==> src/rtl/alu_mux_addsub_pkg.sv <==
// Shared datapath width and operation codes for the alu_mux_addsub block.
package alu_mux_addsub_pkg;

    localparam int WIDTH = 32;

    localparam logic [5:0] OP_ADD = 6'h01;
    localparam logic [5:0] OP_SUB = 6'h02;
    localparam logic [5:0] OP_MUL = 6'h03;
    localparam logic [5:0] OP_SHR = 6'h04;
    localparam logic [5:0] OP_SHL = 6'h05;
    localparam logic [5:0] OP_AND = 6'h06;
    localparam logic [5:0] OP_OR  = 6'h07;
    localparam logic [5:0] OP_NOR = 6'h08;
    localparam logic [5:0] OP_SLT = 6'h09;

endpackage

==> src/rtl/rc_add_sub_n.sv <==
// WIDTH-bit ripple-carry adder/subtractor; SnA=1 subtracts by inverting B
// and feeding a carry-in of 1, so CO=1 means "no borrow".
module rc_add_sub_n #(
    parameter int WIDTH = 32
) (
    input  logic [WIDTH-1:0] A,
    input  logic [WIDTH-1:0] B,
    input  logic             SnA,
    output logic [WIDTH-1:0] Y,
    output logic             CO
);

    logic [WIDTH-1:0] b_eff;
    logic             carry;

    assign b_eff = B ^ {WIDTH{SnA}};

    // Carry kept in a loop variable so the chain is one combinational walk.
    always_comb begin
        Y     = '0;
        carry = SnA;
        for (int i = 0; i < WIDTH; i++) begin
            Y[i]  = A[i] ^ b_eff[i] ^ carry;
            carry = (A[i] & b_eff[i]) | (A[i] & carry) | (b_eff[i] & carry);
        end
        CO = carry;
    end

endmodule

==> src/rtl/alu_mux_addsub.sv <==
// Registered ALU with IMM/B operand-2 mux and ripple adder/subtractor.
// Define ALU_MUL_EN to build the multiplier for opcode 0x03.
module alu_mux_addsub
    import alu_mux_addsub_pkg::*;
#(
    parameter int WIDTH = alu_mux_addsub_pkg::WIDTH
) (
    input  logic             CLK,
    input  logic             RST,
    input  logic             EN,
    input  logic [WIDTH-1:0] A,
    input  logic [WIDTH-1:0] B,
    input  logic [WIDTH-1:0] IMM,
    input  logic             OP2_SEL,
    input  logic [5:0]       OPRN,
    output logic [WIDTH-1:0] Y,
    output logic             ZERO,
    output logic             CO
);

    logic [WIDTH-1:0] b2;
    logic [WIDTH-1:0] sum;
    logic             sum_co;
    logic [WIDTH-1:0] y_nxt;
    logic             co_nxt;

    assign b2 = OP2_SEL ? B : IMM;

    rc_add_sub_n #(.WIDTH(WIDTH)) u_add_sub (
        .A   (A),
        .B   (b2),
        .SnA (OPRN == OP_SUB),
        .Y   (sum),
        .CO  (sum_co)
    );

    always_comb begin
        y_nxt  = '0;
        co_nxt = 1'b0;
        case (OPRN)
            OP_ADD, OP_SUB: begin
                y_nxt  = sum;
                co_nxt = sum_co;
            end
`ifdef ALU_MUL_EN
            OP_MUL: y_nxt = A * b2;
`endif
            // Shift amounts >= WIDTH yield zero by language semantics.
            OP_SHR: y_nxt = A >> b2;
            OP_SHL: y_nxt = A << b2;
            OP_AND: y_nxt = A & b2;
            OP_OR:  y_nxt = A | b2;
            OP_NOR: y_nxt = ~(A | b2);
            OP_SLT: y_nxt = {{(WIDTH-1){1'b0}}, ($signed(A) < $signed(b2))};
            default: begin
                y_nxt  = '0;
                co_nxt = 1'b0;
            end
        endcase
    end

    always_ff @(posedge CLK) begin
        if (RST) begin
            Y    <= '0;
            ZERO <= 1'b1;
            CO   <= 1'b0;
        end else if (EN) begin
            Y    <= y_nxt;
            ZERO <= ~|y_nxt;
            CO   <= co_nxt;
        end
    end

endmodule

==> config.mk <==
export PLATFORM = sky130hd
export DESIGN_NAME = alu_mux_addsub
export DESIGN_NICKNAME = d
export VERILOG_FILES = /design/src/rtl/alu_mux_addsub_pkg.sv /design/src/rtl/rc_add_sub_n.sv /design/src/rtl/alu_mux_addsub.sv
export SDC_FILE = /design/constraint.sdc
export NUM_CORES = 1
export LEC_CHECK = 0
export BUFFER_PORTS_ARGS = -buffer_cell sky130_fd_sc_hd__buf_2
export CELL_PAD_IN_SITES_DETAIL_PLACEMENT = 0
export CELL_PAD_IN_SITES_GLOBAL_PLACEMENT = 1
export CORE_ASPECT_RATIO = 1.2
export CORE_MARGIN = 2
export CORE_UTILIZATION = 30
export CTS_CLUSTER_SIZE = 10
export DETAILED_ROUTE_END_ITERATION = 8
export PLACE_DENSITY_LB_ADDON = 0.2
export SETUP_SLACK_MARGIN = 0.2
export SYNTH_ARGS = -nofsm -noshare
export SYNTH_HDL_FRONTEND = slang
export SYNTH_HIERARCHICAL = 1
export SYNTH_SLANG_ARGS = --single-unit
==> constraint.sdc <==
create_clock -name CLK -period 17.55 [get_ports CLK]
set_clock_uncertainty 0.15 [all_clocks]
set_input_delay 0 -clock CLK [delete_from_list [all_inputs] [get_ports CLK]]
set_output_delay 0 -clock CLK [all_outputs]
set_load 0.01 [all_outputs]
==> summary.log, run 1 <==
INFO  status         status=finished, final reports clean
INFO  yosys          synth_edf_count=0
INFO  sta            final-hold-violation-count=0
INFO  yosys          xor_xnor_cell_area_share_of_the_yosys_netlist=2.96%
INFO  cts            cts.reportedPaths.clkPinSlew=0.05ns
INFO  yosys          post_synthesis_cell_area=9750µm²
INFO  worst_setup_path worst_ep_required_time=17.62ns
INFO  yosys          synth_compound_gate_area_share=24.7%
INFO  global_routing wire_length_of_the_first_global_routing_pass=69600µm
INFO  sta            timing.final.setup_violations=0
INFO  yosys          synth_seq_cells=34
INFO  cts            hold_fix_buffers_at_cts=0
INFO  sta            max_slew_margin=32.2%
INFO  worst_setup_path regToRegStartpoint=ZERO
INFO  cts            clk_latency=0.28ns
INFO  yosys          synth_top_family_by_area=compound AO/OA/AOI/OAI gates
INFO  floorplan      die_w=169µm
INFO  sta            timing_max_transition_violations_final=0
INFO  global_routing first_global_vias=9971
INFO  pwr            static-leakage-power=4.82nW
INFO  floorplan      die-area=34000µm²
INFO  worst_setup_path worst_setup_start_kind=input pin
INFO  sta            min_period_over_period=90.2%
INFO  pwr            ir_worst_vdd=0.0381mV
INFO  yosys          synth.mux.area_fraction=19.9%
INFO  drt            drc=0
INFO  yosys          synth_flop_cell=dfxtp_1
INFO  layout         area.growth.synth_to_final=11.0%
INFO  yosys          synthAdderAreaFrac=18.3%
INFO  min_path       worst_hold_path.endpoint=Y[11]
INFO  global_routing number_of_antenna_violations_at_the_first_check_in_global_routing=1
INFO  worst_setup_path worst_path_most_repeated_cell=fa_1
INFO  sta            rsz_0062_raised_after_global_routing=false
INFO  drt            drt-pass1-iter-count=6
INFO  layout         post_route_cells_drive_above_1_share=17.9%
INFO  worst_setup_path crit-reg2reg-capture=ZERO
INFO  yosys          synth-simple-area-share=16.3%
INFO  yosys          synthArstFlopShare=0%
INFO  placement      placedCellCount=1721
INFO  placement      gp_routability_congestion=0.997
INFO  sta            max_slew.worst_pin.slew=1.01ns
INFO  global_routing global_route.overflow_total=0
INFO  min_path       min_delay_path_depth=2
INFO  floorplan      start_util=30.3%
INFO  layout         finalNetCount=1551
INFO  pwr            power=0.467mW
INFO  global_routing grt_max_degree=56
INFO  pwr            power.density_cell_area=43.2nW/µm²
INFO  global_routing groute.usage.overall=27.4%
INFO  yosys          synthCells=1246
INFO  drt            vias_per_cell=6.01
INFO  drt            routed_wirelength=47300µm
INFO  cts            ctsHtreeMaxLevel=2
INFO  yosys          synth_sequential_area_ratio=6.98%
INFO  yosys          synth_warnings=6
INFO  yosys          synthDistinctLibCells=85
INFO  min_path       min_from=RST
INFO  worst_setup_path setup.reg_to_reg.worst_slack=16.53ns
INFO  drt            drt.antenna.violating_nets=0
INFO  min_path       worstHoldPathType=input pin to register
INFO  floorplan      pin_count=140
INFO  worst_setup_path critPathKind=input pin to register
INFO  sta            final_period_minus_worst_setup_slack=15.83ns
INFO  cts            cts_tree=built
INFO  floorplan      die_height=201µm
INFO  cts            clk_root_buffer_cell=clkbuf_16
INFO  placement      hpwl=37700µm
INFO  sta            fmax=63.2MHz
INFO  cts            clock_path_buffers=2
INFO  yosys          synth.avg_cell_area=7.82µm²
INFO  floorplan      number_of_standard_cell_rows_in_the_floorplan=72
INFO  drt            vias=10395
INFO  drt            drt_iter0_markers=1016
INFO  flow_run       drv_cap=0
INFO  sta            fin_hold_ws=0.0807ns
INFO  cts            cts_buffers=5
INFO  worst_setup_path crit_path_max_incr_delay=0.46ns
INFO  sta            timing.setup.tns=0ns
INFO  yosys          synthesis.nets=1476
INFO  cts            cts.sinks=34
INFO  worst_setup_path critPathSlowestCell=fa_1
INFO  drt            detail_route.wl_per_cell=27.3µm
INFO  floorplan      core-area=32200µm²
INFO  cts            post_cts_buffers=0
INFO  worst_setup_path worstPathArrival=15.90ns
INFO  placement      place.port_buffers=139
INFO  layout         final-instance-count-excl-fill=1729
INFO  worst_setup_path critPathMaxFanout=6
INFO  cts            post_cts.resized_instances=0
INFO  worst_setup_path worst_setup_path_end_kind=register
INFO  worst_setup_path ff_to_ff_path_depth=2
INFO  layout         diodes=0
==> cell usage in the layout (no fill, tap or decap), drive strengths merged, types with 22 or more instances in the layout <==
cell type and count:
nor3 33, xnor2 28, a22oi 22, mux2i 108, nor2 83, ha 93
a211oi 38, o21ai 61, fa 31, a21oi 44, mux4 31, nand3 25
nand2 127, dfxtp 34, inv 136, buf 168
==> Yosys cell counts (7+ instances only) <==
library cell / count / area (µm²)
inv_1: 132 / 495
nand2_1: 126 / 473
mux2i_1: 106 / 1060
ha_1: 93 / 1160
nor2_1: 80 / 300
o21ai_0: 59 / 295
clkbuf_1: 57 / 214
a21oi_1: 44 / 220
a211oi_1: 36 / 270
dfxtp_1: 34 / 681
fa_1: 31 / 621
nor3_1: 30 / 150
xnor2_1: 28 / 245
mux4_2: 26 / 586
nand3_1: 25 / 125
a22oi_1: 22 / 165
nor4_1: 21 / 131
a31oi_1: 20 / 125
a221o_1: 19 / 190
buf_2: 18 / 90.1
a221oi_1: 17 / 149
a32oi_1: 12 / 105
o211ai_1: 11 / 82.6
buf_1: 10 / 37.5
mux2_2: 10 / 113
a22o_1: 9 / 78.8
and2_1: 7 / 43.8
and3_1: 7 / 43.8
buf_6: 7 / 78.8
o31ai_1: 7 / 52.6
==> kinds of logic (layout without fill, tap and decap cells) <==
kind of cell / after synthesis / count (layout)
buffers and inverters: 237 / 313
and+or+nand+nor: 339 / 339
DFF: 34 / 34
adders and majority gates: 124 / 124
AOI/OAI and AO/OA: 330 / 330
muxes: 149 / 149
xor gates and xnor gates: 33 / 33
==> worst max-delay path by stage <==
| stage | cells after the start | endpoint | from | slack [ns] |
|---|---|---|---|---|
| floorplan | 48 | ZERO | OP2_SEL | 1.98 |
| global placement | 45 | ZERO | OP2_SEL | 1.56 |
| detailed placement | 45 | ZERO | OPRN[2] | 1.48 |
| CTS | 45 | ZERO | OPRN[2] | 1.69 |
| global route | 45 | ZERO | OPRN[2] | 1.10 |
| finish | 45 | ZERO | OPRN[2] | 1.72 |
==> critical path: cells and delay by family <==
kind,cells,cell delay [ns]
AO/OA/AOI/OAI,5,0.77
XOR/XNOR,1,0.24
adder cells (fa/ha/maj),31,12.99
buffers and inverters,3,0.24
AND/OR/NAND/NOR,5,1.66
==> state kept, by name, indices dropped and copies added, names as in the netlist <==
signal / flops
Y: 32
CO: 1
ZERO: 1
==> routing by layer <==
layer / share of wire [%] / wire [µm] / up-vias / track usage (%)
met4: 4.8 / 2290 / 2 / 11.1
li1: - / - / 4733 / -
met1: 42 / 19700 / 5028 / 36.3
met3: 7.2 / 3380 / 102 / 2.81
met5: 0.027 / 13 / - / 0
met2: 46 / 21900 / 530 / 45.6
==> area by class of cell <==
cell class              instances  area [µm²]
well taps                     407         509
flip-flops and latches         34         681
inverters                     137         519
fillers                      3497       21300
multi-input cells             975        8050
clock buffers                   7         143
clock inverters                 1        5.00
repair buffers                168         913
==> through the flow <==
stage               util, %  setup WS (ns)  cell area [µm²]
finish                 33.6           1.72            10800
global placement       33.2           1.56            10700
floorplan                 -           1.98             9750
detailed placement     33.2           1.48            10700
global route           33.6           1.10            10800
CTS                    33.6           1.69            10800
==> power by group <==
group / internal [mW] / leakage (nW) / switching, mW
sequential: 0.0803 / 0.278 / 0.00142
combinational: 0.107 / 4.47 / 0.191
clock: 0.0562 / 0.0739 / 0.0311
total: 0.243 / 4.82 / 0.224
Note: power is estimated with default switching activity, not from simulation.
==> run 2, diff against run 1 <==
Settings changed: ABC_AREA from default to 1, SETUP_SLACK_MARGIN 0.2 to default.
==> run 2 against run 1 <==
Synthesized cell count grew 44%. Worst hold slack got worse by 0.043 ns. Area after synthesis is 0.82% lower. Combinational power down 12%.
==> summary.log, run 2 <==
INFO  sta            min_period_over_period=91.0% [was 90.2%]
INFO  yosys          synthArstFlopShare=0% [unchanged]
INFO  pwr            internal-power=0.221mW [was 0.243 mW]
INFO  drt            wl_met1=18800µm [was 19700 µm]
INFO  layout         design_area=10700µm² [was 10800 µm²]
INFO  cts            cts.sinks=34 [unchanged]
INFO  worst_setup_path setup.reg_to_reg.worst_slack=16.69ns [was 16.53 ns]
INFO  yosys          synthesis.nets=2027 [was 1476]
INFO  sta            max_slew_margin=23.1% [was 32.2%]
INFO  worst_setup_path critPathSlowestCell=buf_4 [was fa_1]
INFO  flow_run       drv_cap=0 [unchanged]
INFO  sta            fmax=62.6MHz [was 63.2 MHz]
INFO  drt            routed_wirelength=44400µm [was 47300 µm]
INFO  global_routing first_global_vias=10958 [was 9971]
INFO  worst_setup_path worst_setup_path_end_kind=register [unchanged]
INFO  min_path       worstHoldPathType=input pin to register [unchanged]
INFO  drt            dr.max_layer_used=met5 [unchanged]
INFO  global_routing wire_length_of_the_first_global_routing_pass=66400µm [was 69600 µm]
INFO  yosys          synthDominantCellAreaShare=27.4% [was 11.9%]
INFO  yosys          synth_flop_cell=dfxtp_1 [unchanged]
INFO  floorplan      number_of_standard_cell_rows_in_the_floorplan=72 [unchanged]
INFO  cts            clk_latency=0.27ns [was 0.28 ns]
INFO  floorplan      die_height=201µm [about the same]
INFO  drt            drt-pass1-iter-count=5 [was 6]
INFO  sta            timing.setup.tns=0ns [unchanged]
INFO  cts            ctsHtreeMaxLevel=2 [unchanged]
INFO  yosys          synth_largest_area_cell=nand2_1 [was ha_1]
INFO  layout         fill_cells=3753 [was 3497]
INFO  layout         multiInputGateArea=7440µm² [was 8050 µm²]
INFO  placement      place.port_buffers=139 [unchanged]
INFO  worst_setup_path critPathMaxFanout=65 [was 6]
INFO  min_path       min_delay_path_depth=3 [was 2]
INFO  layout         final-instance-count-excl-fill=2275 [was 1729]
INFO  yosys          ys_top_cells_by_count=nand2_1 (707), inv_1 (275), nand3_1 (206), nor2_1 (125), ha_1 (93) [was inv_1 (132), nand2_1 (126), mux2i_1 (106), ha_1 (93), nor2_1 (80)]
INFO  drt            vias=11559 [was 10395]
INFO  pwr            sequentialPowerShare=19.5% [was 17.5%]
INFO  floorplan      core-area=32000µm² [was 32200 µm²]
INFO  placement      hpwl=35400µm [was 37700 µm]
INFO  floorplan      start_util=30.2% [was 30.3%]
INFO  pwr            power.density_cell_area=40.5nW/µm² [was 43.2 nW/µm²]
INFO  yosys          synth_area_leaders=nand2_1 (27%), ha_1 (12%), inv_1 (11%), nand3_1 (11%), dfxtp_1 (7.0%) [was ha_1 (12%), mux2i_1 (11%), dfxtp_1 (7.0%), fa_1 (6.4%), mux4_2 (6.0%)]
INFO  worst_setup_path worst_setup_start_kind=input pin [unchanged]
INFO  layout         final_common_cell=nand2_1 [was buf_2]
INFO  layout         post_route_cells_drive_above_1_share=10.6% [was 17.9%]
INFO  global_routing groute.usage.overall=25.9% [was 27.4%]
INFO  yosys          synth_warnings=6 [unchanged]
INFO  worst_setup_path crit_path_max_incr_delay=0.53ns [was 0.46 ns]
INFO  cts            cts_tree=built [unchanged]
INFO  yosys          synthCells=1797 [was 1246]
INFO  worst_setup_path worst_path_most_repeated_cell=fa_1 [unchanged]
INFO  yosys          synth.avg_cell_area=5.38µm² [was 7.82 µm²]
INFO  drt            detail_route.wl_per_cell=19.5µm [was 27.3 µm]
INFO  cts            post_cts_buffers=0 [unchanged]
INFO  worst_setup_path regToRegStartpoint=CO [was ZERO]
INFO  sta            timing_max_transition_violations_final=0 [unchanged]
INFO  pwr            clkPwrFrac=20.3% [was 18.7%]
INFO  worst_setup_path crit-reg2reg-capture=CO [was ZERO]
INFO  pwr            ir_worst_vdd=0.0421mV [was 0.0381 mV]
INFO  sta            rsz_0062_raised_after_global_routing=false [unchanged]
INFO  drt            drc=0 [unchanged]
INFO  cts            cts.reportedPaths.clkPinSlew=0.06ns [was 0.05 ns]
INFO  min_path       worst_hold_path.endpoint=ZERO [was Y[11]]
INFO  drt            met3_length=2170µm [was 3380 µm]
INFO  cts            cts_buffers=5 [unchanged]
INFO  pwr            static-leakage-power=6.54nW [was 4.82 nW]
INFO  sta            timing.final.setup_violations=0 [unchanged]
INFO  floorplan      die-area=33700µm² [was 34000 µm²]
INFO  status         status=finished, final reports clean [unchanged]
INFO  pwr            combPwrFrac=60.2% [was 63.8%]
INFO  yosys          synthDistinctLibCells=39 [was 85]
INFO  sta            final-hold-violation-count=0 [unchanged]
INFO  floorplan      pin_count=140 [unchanged]
INFO  layout         most-common-layout-cells=nand2_1 (707), inv_1 (275), nand3_1 (206), buf_2 (139), nor2_1 (121) [was buf_2 (139), inv_1 (132), nand2_1 (126), mux2i_1 (104), ha_1 (93)]
INFO  yosys          synth_seq_cells=34 [unchanged]
INFO  cts            clk_root_buffer_cell=clkbuf_16 [unchanged]
INFO  layout         area.growth.synth_to_final=10.4% [was 11.0%]
INFO  global_routing number_of_antenna_violations_at_the_first_check_in_global_routing=1 [unchanged]
INFO  drt            drt.antenna.violating_nets=0 [unchanged]
INFO  yosys          yosys.cell_count.top_type=nand2_1 [was inv_1]
INFO  min_path       min_from=RST [unchanged]
INFO  drt            vias_per_cell=5.08 [was 6.01]
INFO  placement      placedCellCount=2266 [was 1721]
INFO  sta            max_slew.worst_pin.slew=1.15ns [was 1.01 ns]
INFO  cts            hold_fix_buffers_at_cts=0 [unchanged]
INFO  sta            final_period_minus_worst_setup_slack=15.97ns [was 15.83 ns]
INFO  worst_setup_path worstPathArrival=16.03ns [was 15.90 ns]
INFO  pwr            swShare=49.0% [was 47.9%]
INFO  drt            dr_wl_met2=21900µm [about the same]
INFO  cts            clock_path_buffers=2 [unchanged]
INFO  global_routing grt_max_degree=81 [was 56]
INFO  floorplan      die_w=168µm [was 169 µm]
INFO  yosys          synth_sequential_area_ratio=7.04% [was 6.98%]
INFO  placement      gp_routability_congestion=0.953 [was 0.997]
INFO  worst_setup_path critPathKind=input pin to register [unchanged]
INFO  worst_setup_path worst_ep_required_time=17.62ns [about the same]
INFO  yosys          synth_edf_count=0 [unchanged]
INFO  drt            drt_iter0_markers=1023 [was 1016]
INFO  layout         top_regs=Y x32, CO x1, ZERO x1 [unchanged]
INFO  yosys          post_synthesis_cell_area=9670µm² [was 9750 µm²]
INFO  layout         seq_area=681µm² [unchanged]
INFO  cts            post_cts.resized_instances=0 [unchanged]
INFO  layout         flip_flop_count_of_the_largest_register_all_copies_and_words_added=32 [unchanged]
INFO  pwr            net-switching-power=0.212mW [was 0.224 mW]
INFO  global_routing global_route.overflow_total=0 [unchanged]
INFO  placement      postPlaceCellArea=10500µm² [was 10700 µm²]
INFO  worst_setup_path ff_to_ff_path_depth=2 [unchanged]
INFO  layout         largest_register_by_flop_count=Y [unchanged]
INFO  layout         finalNetCount=2096 [was 1551]
run 2: changes by cell type in the layout (fill, tap and decap cells not counted), moves of 21 or more:
cell / before / now
nor3_1: 30 / 9
nand3_1: 24 / 206
nand2_1: 126 / 707
mux4_2: 26 / 0
a211oi_1: 36 / 1
a22oi_1: 22 / 0
xnor2_1: 28 / 0
o21ai_0: 59 / 37
mux2i_1: 104 / 0
inv_1: 132 / 275
nor2_1: 80 / 121
run 2: critical path: cells and delay by family:
kind,cells,cell delay (ns)
AOI/OAI and AO/OA,4,0.54
buffers and inverters,7,1.57
and+or+nand+nor,10,0.90
adders and majority gates,31,12.98
run 2: logic make-up after synthesis:
group	share of synthesized area, %
flip-flops	7.04
AND/OR/NAND/NOR	46.3
adder cells (fa/ha/maj)	18.5
buffers and inverters	16.4
AO/OA/AOI/OAI	11.9
run 2: metal layers:
| layer | up-vias | GRT usage [%] |
|---|---|---|
| li1 | 5764 | - |
| met1 | 5384 | 32.8 |
| met4 | 2 | 7.80 |
| met3 | 56 | 1.87 |
| met5 | - | 0 |
| met2 | 353 | 46.8 |
run 2: worst max-delay path by stage:
stage,from,end,slack [ns],cells after the start
floorplan,OP2_SEL,ZERO,2.78,53
global placement,OP2_SEL,ZERO,1.34,52
detailed placement,OP2_SEL,ZERO,1.24,52
CTS,OP2_SEL,ZERO,1.51,52
global route,OP2_SEL,ZERO,0.69,52
finish,OP2_SEL,ZERO,1.58,52
run 2: final cells by class:
type / count / share of cell area (%)
clock buffer: 7 / 1.34
timing repair buffer: 156 / 7.71
tap: 407 / 4.77
antenna: 1 / 0.0234
clock inverter: 1 / 0.0469
inverter: 285 / 10.1
sequential: 34 / 6.37
multi-input combinational: 1384 / 69.7
run 2: stage by stage:
step	util, %	setup slack [ns]	total power, mW	hold WS [ns]
after floorplan	-	2.78	0.257	0.160
after global placement	32.9	1.34	0.345	0.267
after detailed placement	32.9	1.24	0.345	0.266
after CTS	33.4	1.51	0.434	0.0390
after global routing	33.4	0.688	0.474	0.0831
final	33.4	1.58	0.433	0.0378
run 2: power groups by stage:
stage / clock network [mW] / registers, mW / logic, mW
finish: 0.0877 / 0.0845 / 0.261
floorplan: 0 / 0.0876 / 0.170
global placement: 0 / 0.0862 / 0.259
detailed placement: 0 / 0.0863 / 0.259
CTS: 0.0895 / 0.0846 / 0.260
global route: 0.0935 / 0.0851 / 0.295
==> run 3, diff against run 2 <==
--- a/config.mk
+++ b/config.mk
@@ -13,3 +13,4 @@
 export CORE_MARGIN = 2
-export CORE_UTILIZATION = 30
+export CORE_UTILIZATION = 40
+export CTS_CLUSTER_DIAMETER = 200
 export CTS_CLUSTER_SIZE = 10
==> constraint.sdc (replaced) <==
create_clock -name CLK -period 17.55 [get_ports CLK]
set_clock_uncertainty 0.15 [all_clocks]
set_input_delay 0.8775 -clock CLK [delete_from_list [all_inputs] [get_ports CLK]]
set_output_delay 0.8775 -clock CLK [all_outputs]
set_load 0.01 [all_outputs]
==> run 3 against run 2 <==
Final area shrank 0.83%. Sequential cell count did not move. Utilization increased by 11 points. Critical path depth is 1 lower. Via count rose by 1.6%. Wire length down 4.2%. Die area shrank 24%. Sequential power barely moved. Largest power group unchanged.
==> summary.log, run 3 (synthesized netlist as in run 2, its figures left out) <==
INFO  drt            drt_iter0_markers=1040 [was 1023]
INFO  drt            met3_length=3200µm [was 2170 µm]
INFO  min_path       worstHoldPathType=register to register [was input pin to register]
INFO  drt            vias=11745 [was 11559]
INFO  cts            cts.reportedPaths.clkPinSlew=0.05ns [was 0.06 ns]
INFO  placement      placedCellCount=2184 [was 2266]
INFO  global_routing groute.usage.overall=32.8% [was 25.9%]
INFO  cts            cts_tree=built [unchanged]
INFO  cts            post_cts_buffers=0 [unchanged]
INFO  sta            max_slew_margin=22.8% [was 23.1%]
INFO  global_routing wire_length_of_the_first_global_routing_pass=64300µm [was 66400 µm]
INFO  worst_setup_path regToRegStartpoint=CO [unchanged]
INFO  drt            dr_wl_met2=19700µm [was 21900 µm]
INFO  drt            drt.antenna.violating_nets=0 [unchanged]
INFO  worst_setup_path crit-reg2reg-capture=CO [unchanged]
INFO  sta            final-hold-violation-count=0 [unchanged]
INFO  worst_setup_path crit_path_max_incr_delay=0.51ns [was 0.53 ns]
INFO  flow_run       drv_cap=0 [unchanged]
INFO  drt            routed_wirelength=42600µm [was 44400 µm]
INFO  sta            timing.final.setup_violations=0 [unchanged]
INFO  global_routing grt_max_degree=81 [unchanged]
INFO  floorplan      start_util=40.6% [was 30.2%]
INFO  layout         most-common-layout-cells=nand2_1 (707), inv_1 (275), nand3_1 (206), buf_2 (139), nor2_1 (123) [was nand2_1 (707), inv_1 (275), nand3_1 (206), buf_2 (139), nor2_1 (121)]
INFO  sta            final_period_minus_worst_setup_slack=16.22ns [was 15.97 ns]
INFO  layout         area.growth.synth_to_final=9.52% [was 10.4%]
INFO  cts            clk_root_buffer_cell=clkbuf_16 [unchanged]
INFO  sta            timing.setup.tns=0ns [unchanged]
INFO  worst_setup_path critPathSlowestCell=fa_1 [was buf_4]
INFO  worst_setup_path worst_setup_start_kind=input pin [unchanged]
INFO  layout         post_route_cells_drive_above_1_share=10.6% [about the same]
INFO  sta            timing_max_transition_violations_final=0 [unchanged]
INFO  cts            hold_fix_buffers_at_cts=0 [unchanged]
INFO  layout         fill_cells=2760 [was 3753]
INFO  status         status=finished, final reports clean [unchanged]
INFO  min_path       min_from=ZERO [was RST]
INFO  sta            rsz_0062_raised_after_global_routing=false [unchanged]
INFO  global_routing global_route.overflow_total=0 [unchanged]
INFO  sta            min_period_over_period=92.4% [was 91.0%]
INFO  drt            dr.max_layer_used=met5 [unchanged]
INFO  cts            clock_path_buffers=2 [unchanged]
INFO  global_routing number_of_antenna_violations_at_the_first_check_in_global_routing=3 [was 1]
INFO  pwr            ir_worst_vdd=0.0397mV [was 0.0421 mV]
INFO  cts            cts.sinks=34 [unchanged]
INFO  placement      place.port_buffers=139 [unchanged]
INFO  worst_setup_path worstPathArrival=16.30ns [was 16.03 ns]
INFO  worst_setup_path worst_ep_required_time=17.62ns [about the same]
INFO  layout         top_regs=Y x32, CO x1, ZERO x1 [unchanged]
INFO  worst_setup_path critPathKind=input pin to register [unchanged]
INFO  layout         final_common_cell=nand2_1 [unchanged]
INFO  floorplan      die-area=25400µm² [was 33700 µm²]
INFO  worst_setup_path worst_setup_path_end_kind=register [unchanged]
INFO  worst_setup_path ff_to_ff_path_depth=2 [unchanged]
INFO  sta            fmax=61.6MHz [was 62.6 MHz]
INFO  floorplan      number_of_standard_cell_rows_in_the_floorplan=62 [was 72]
INFO  layout         final-instance-count-excl-fill=2191 [was 2275]
INFO  drt            drc=0 [unchanged]
INFO  drt            drt-pass1-iter-count=6 [was 5]
INFO  floorplan      core-area=23800µm² [was 32000 µm²]
INFO  drt            wl_met1=16700µm [was 18800 µm]
INFO  worst_setup_path critPathMaxFanout=5 [was 65]
INFO  layout         flip_flop_count_of_the_largest_register_all_copies_and_words_added=32 [unchanged]
INFO  drt            vias_per_cell=5.36 [was 5.08]
INFO  layout         finalNetCount=2101 [was 2096]
INFO  placement      hpwl=33700µm [was 35400 µm]
INFO  sta            max_slew.worst_pin.slew=1.15ns [about the same]
INFO  placement      gp_routability_congestion=1.01 [was 0.953]
INFO  worst_setup_path setup.reg_to_reg.worst_slack=16.65ns [was 16.69 ns]
INFO  min_path       worst_hold_path.endpoint=ZERO [unchanged]
INFO  drt            detail_route.wl_per_cell=19.4µm [was 19.5 µm]
INFO  floorplan      die_w=146µm [was 168 µm]
INFO  pwr            power.density_cell_area=40.1nW/µm² [was 40.5 nW/µm²]
INFO  worst_setup_path worst_path_most_repeated_cell=fa_1 [unchanged]
INFO  layout         largest_register_by_flop_count=Y [unchanged]
INFO  cts            ctsHtreeMaxLevel=2 [unchanged]
INFO  cts            post_cts.resized_instances=0 [unchanged]
INFO  cts            cts_buffers=5 [unchanged]
INFO  pwr            static-leakage-power=6.55nW [was 6.54 nW]
INFO  min_path       min_delay_path_depth=2 [was 3]
INFO  layout         diodes=0 [was 1]
INFO  cts            clk_latency=0.27ns [about the same]
INFO  floorplan      die_height=174µm [was 201 µm]
INFO  global_routing first_global_vias=11005 [was 10958]
INFO  floorplan      pin_count=140 [unchanged]
run 3: how the worst max path moves through the flow:
stage | from | end | slack, ns | cells after the start
finish | OPRN[5] | ZERO | 1.33 | 51
global route | OPRN[5] | ZERO | 0.57 | 51
CTS | OPRN[5] | ZERO | 1.27 | 51
detailed placement | OPRN[5] | ZERO | 1.02 | 51
global placement | OPRN[5] | ZERO | 1.15 | 51
floorplan | OP2_SEL | ZERO | 1.91 | 53
run 3: power breakdown:
group | internal [mW] | total [mW] | leakage [nW] | switching, mW
combinational | 0.0833 | 0.257 | 6.21 | 0.174
clock | 0.0519 | 0.0830 | 0.0640 | 0.0311
sequential | 0.0818 | 0.0843 | 0.280 | 0.00252
total | 0.217 | 0.425 | 6.55 | 0.208
run 3: cell type report:
class	instances	area, µm²	share of cell area, %
Multi-Input combinational cell	1384	7440	70.2
Inverter	285	1080	10.2
Timing Repair Buffer	161	861	8.13
Sequential cell	34	681	6.43
Tap cell	320	400	3.78
Clock buffer	7	133	1.25
run 3: critical path: cells and delay by family:
| family | cells | cell delay, ns |
|---|---|---|
| and+or+nand+nor | 12 | 1.43 |
| adders and majority gates | 31 | 13.06 |
| buffers and inverters | 5 | 0.41 |
| AOI/OAI and AO/OA | 3 | 0.50 |
run 3: stage by stage:
step | cell area, µm² | setup slack, ns | hold slack, ns | power, mW | utilization, %
floorplan | 9670 | 1.91 | 0.362 | 0.257 | -
global placement | 10500 | 1.15 | 0.307 | 0.338 | 43.9
detailed placement | 10500 | 1.02 | 0.319 | 0.340 | 43.9
CTS | 10600 | 1.27 | 0.330 | 0.423 | 44.5
global route | 10600 | 0.566 | 0.339 | 0.462 | 44.5
finish | 10600 | 1.33 | 0.329 | 0.425 | 44.5
run 3: layer usage:
layer	global-route usage, %	vias to the layer above
li1	-	5770
met1	39.5	5312
met2	55.2	530
met3	5.54	127
met4	18.7	6
met5	0	-
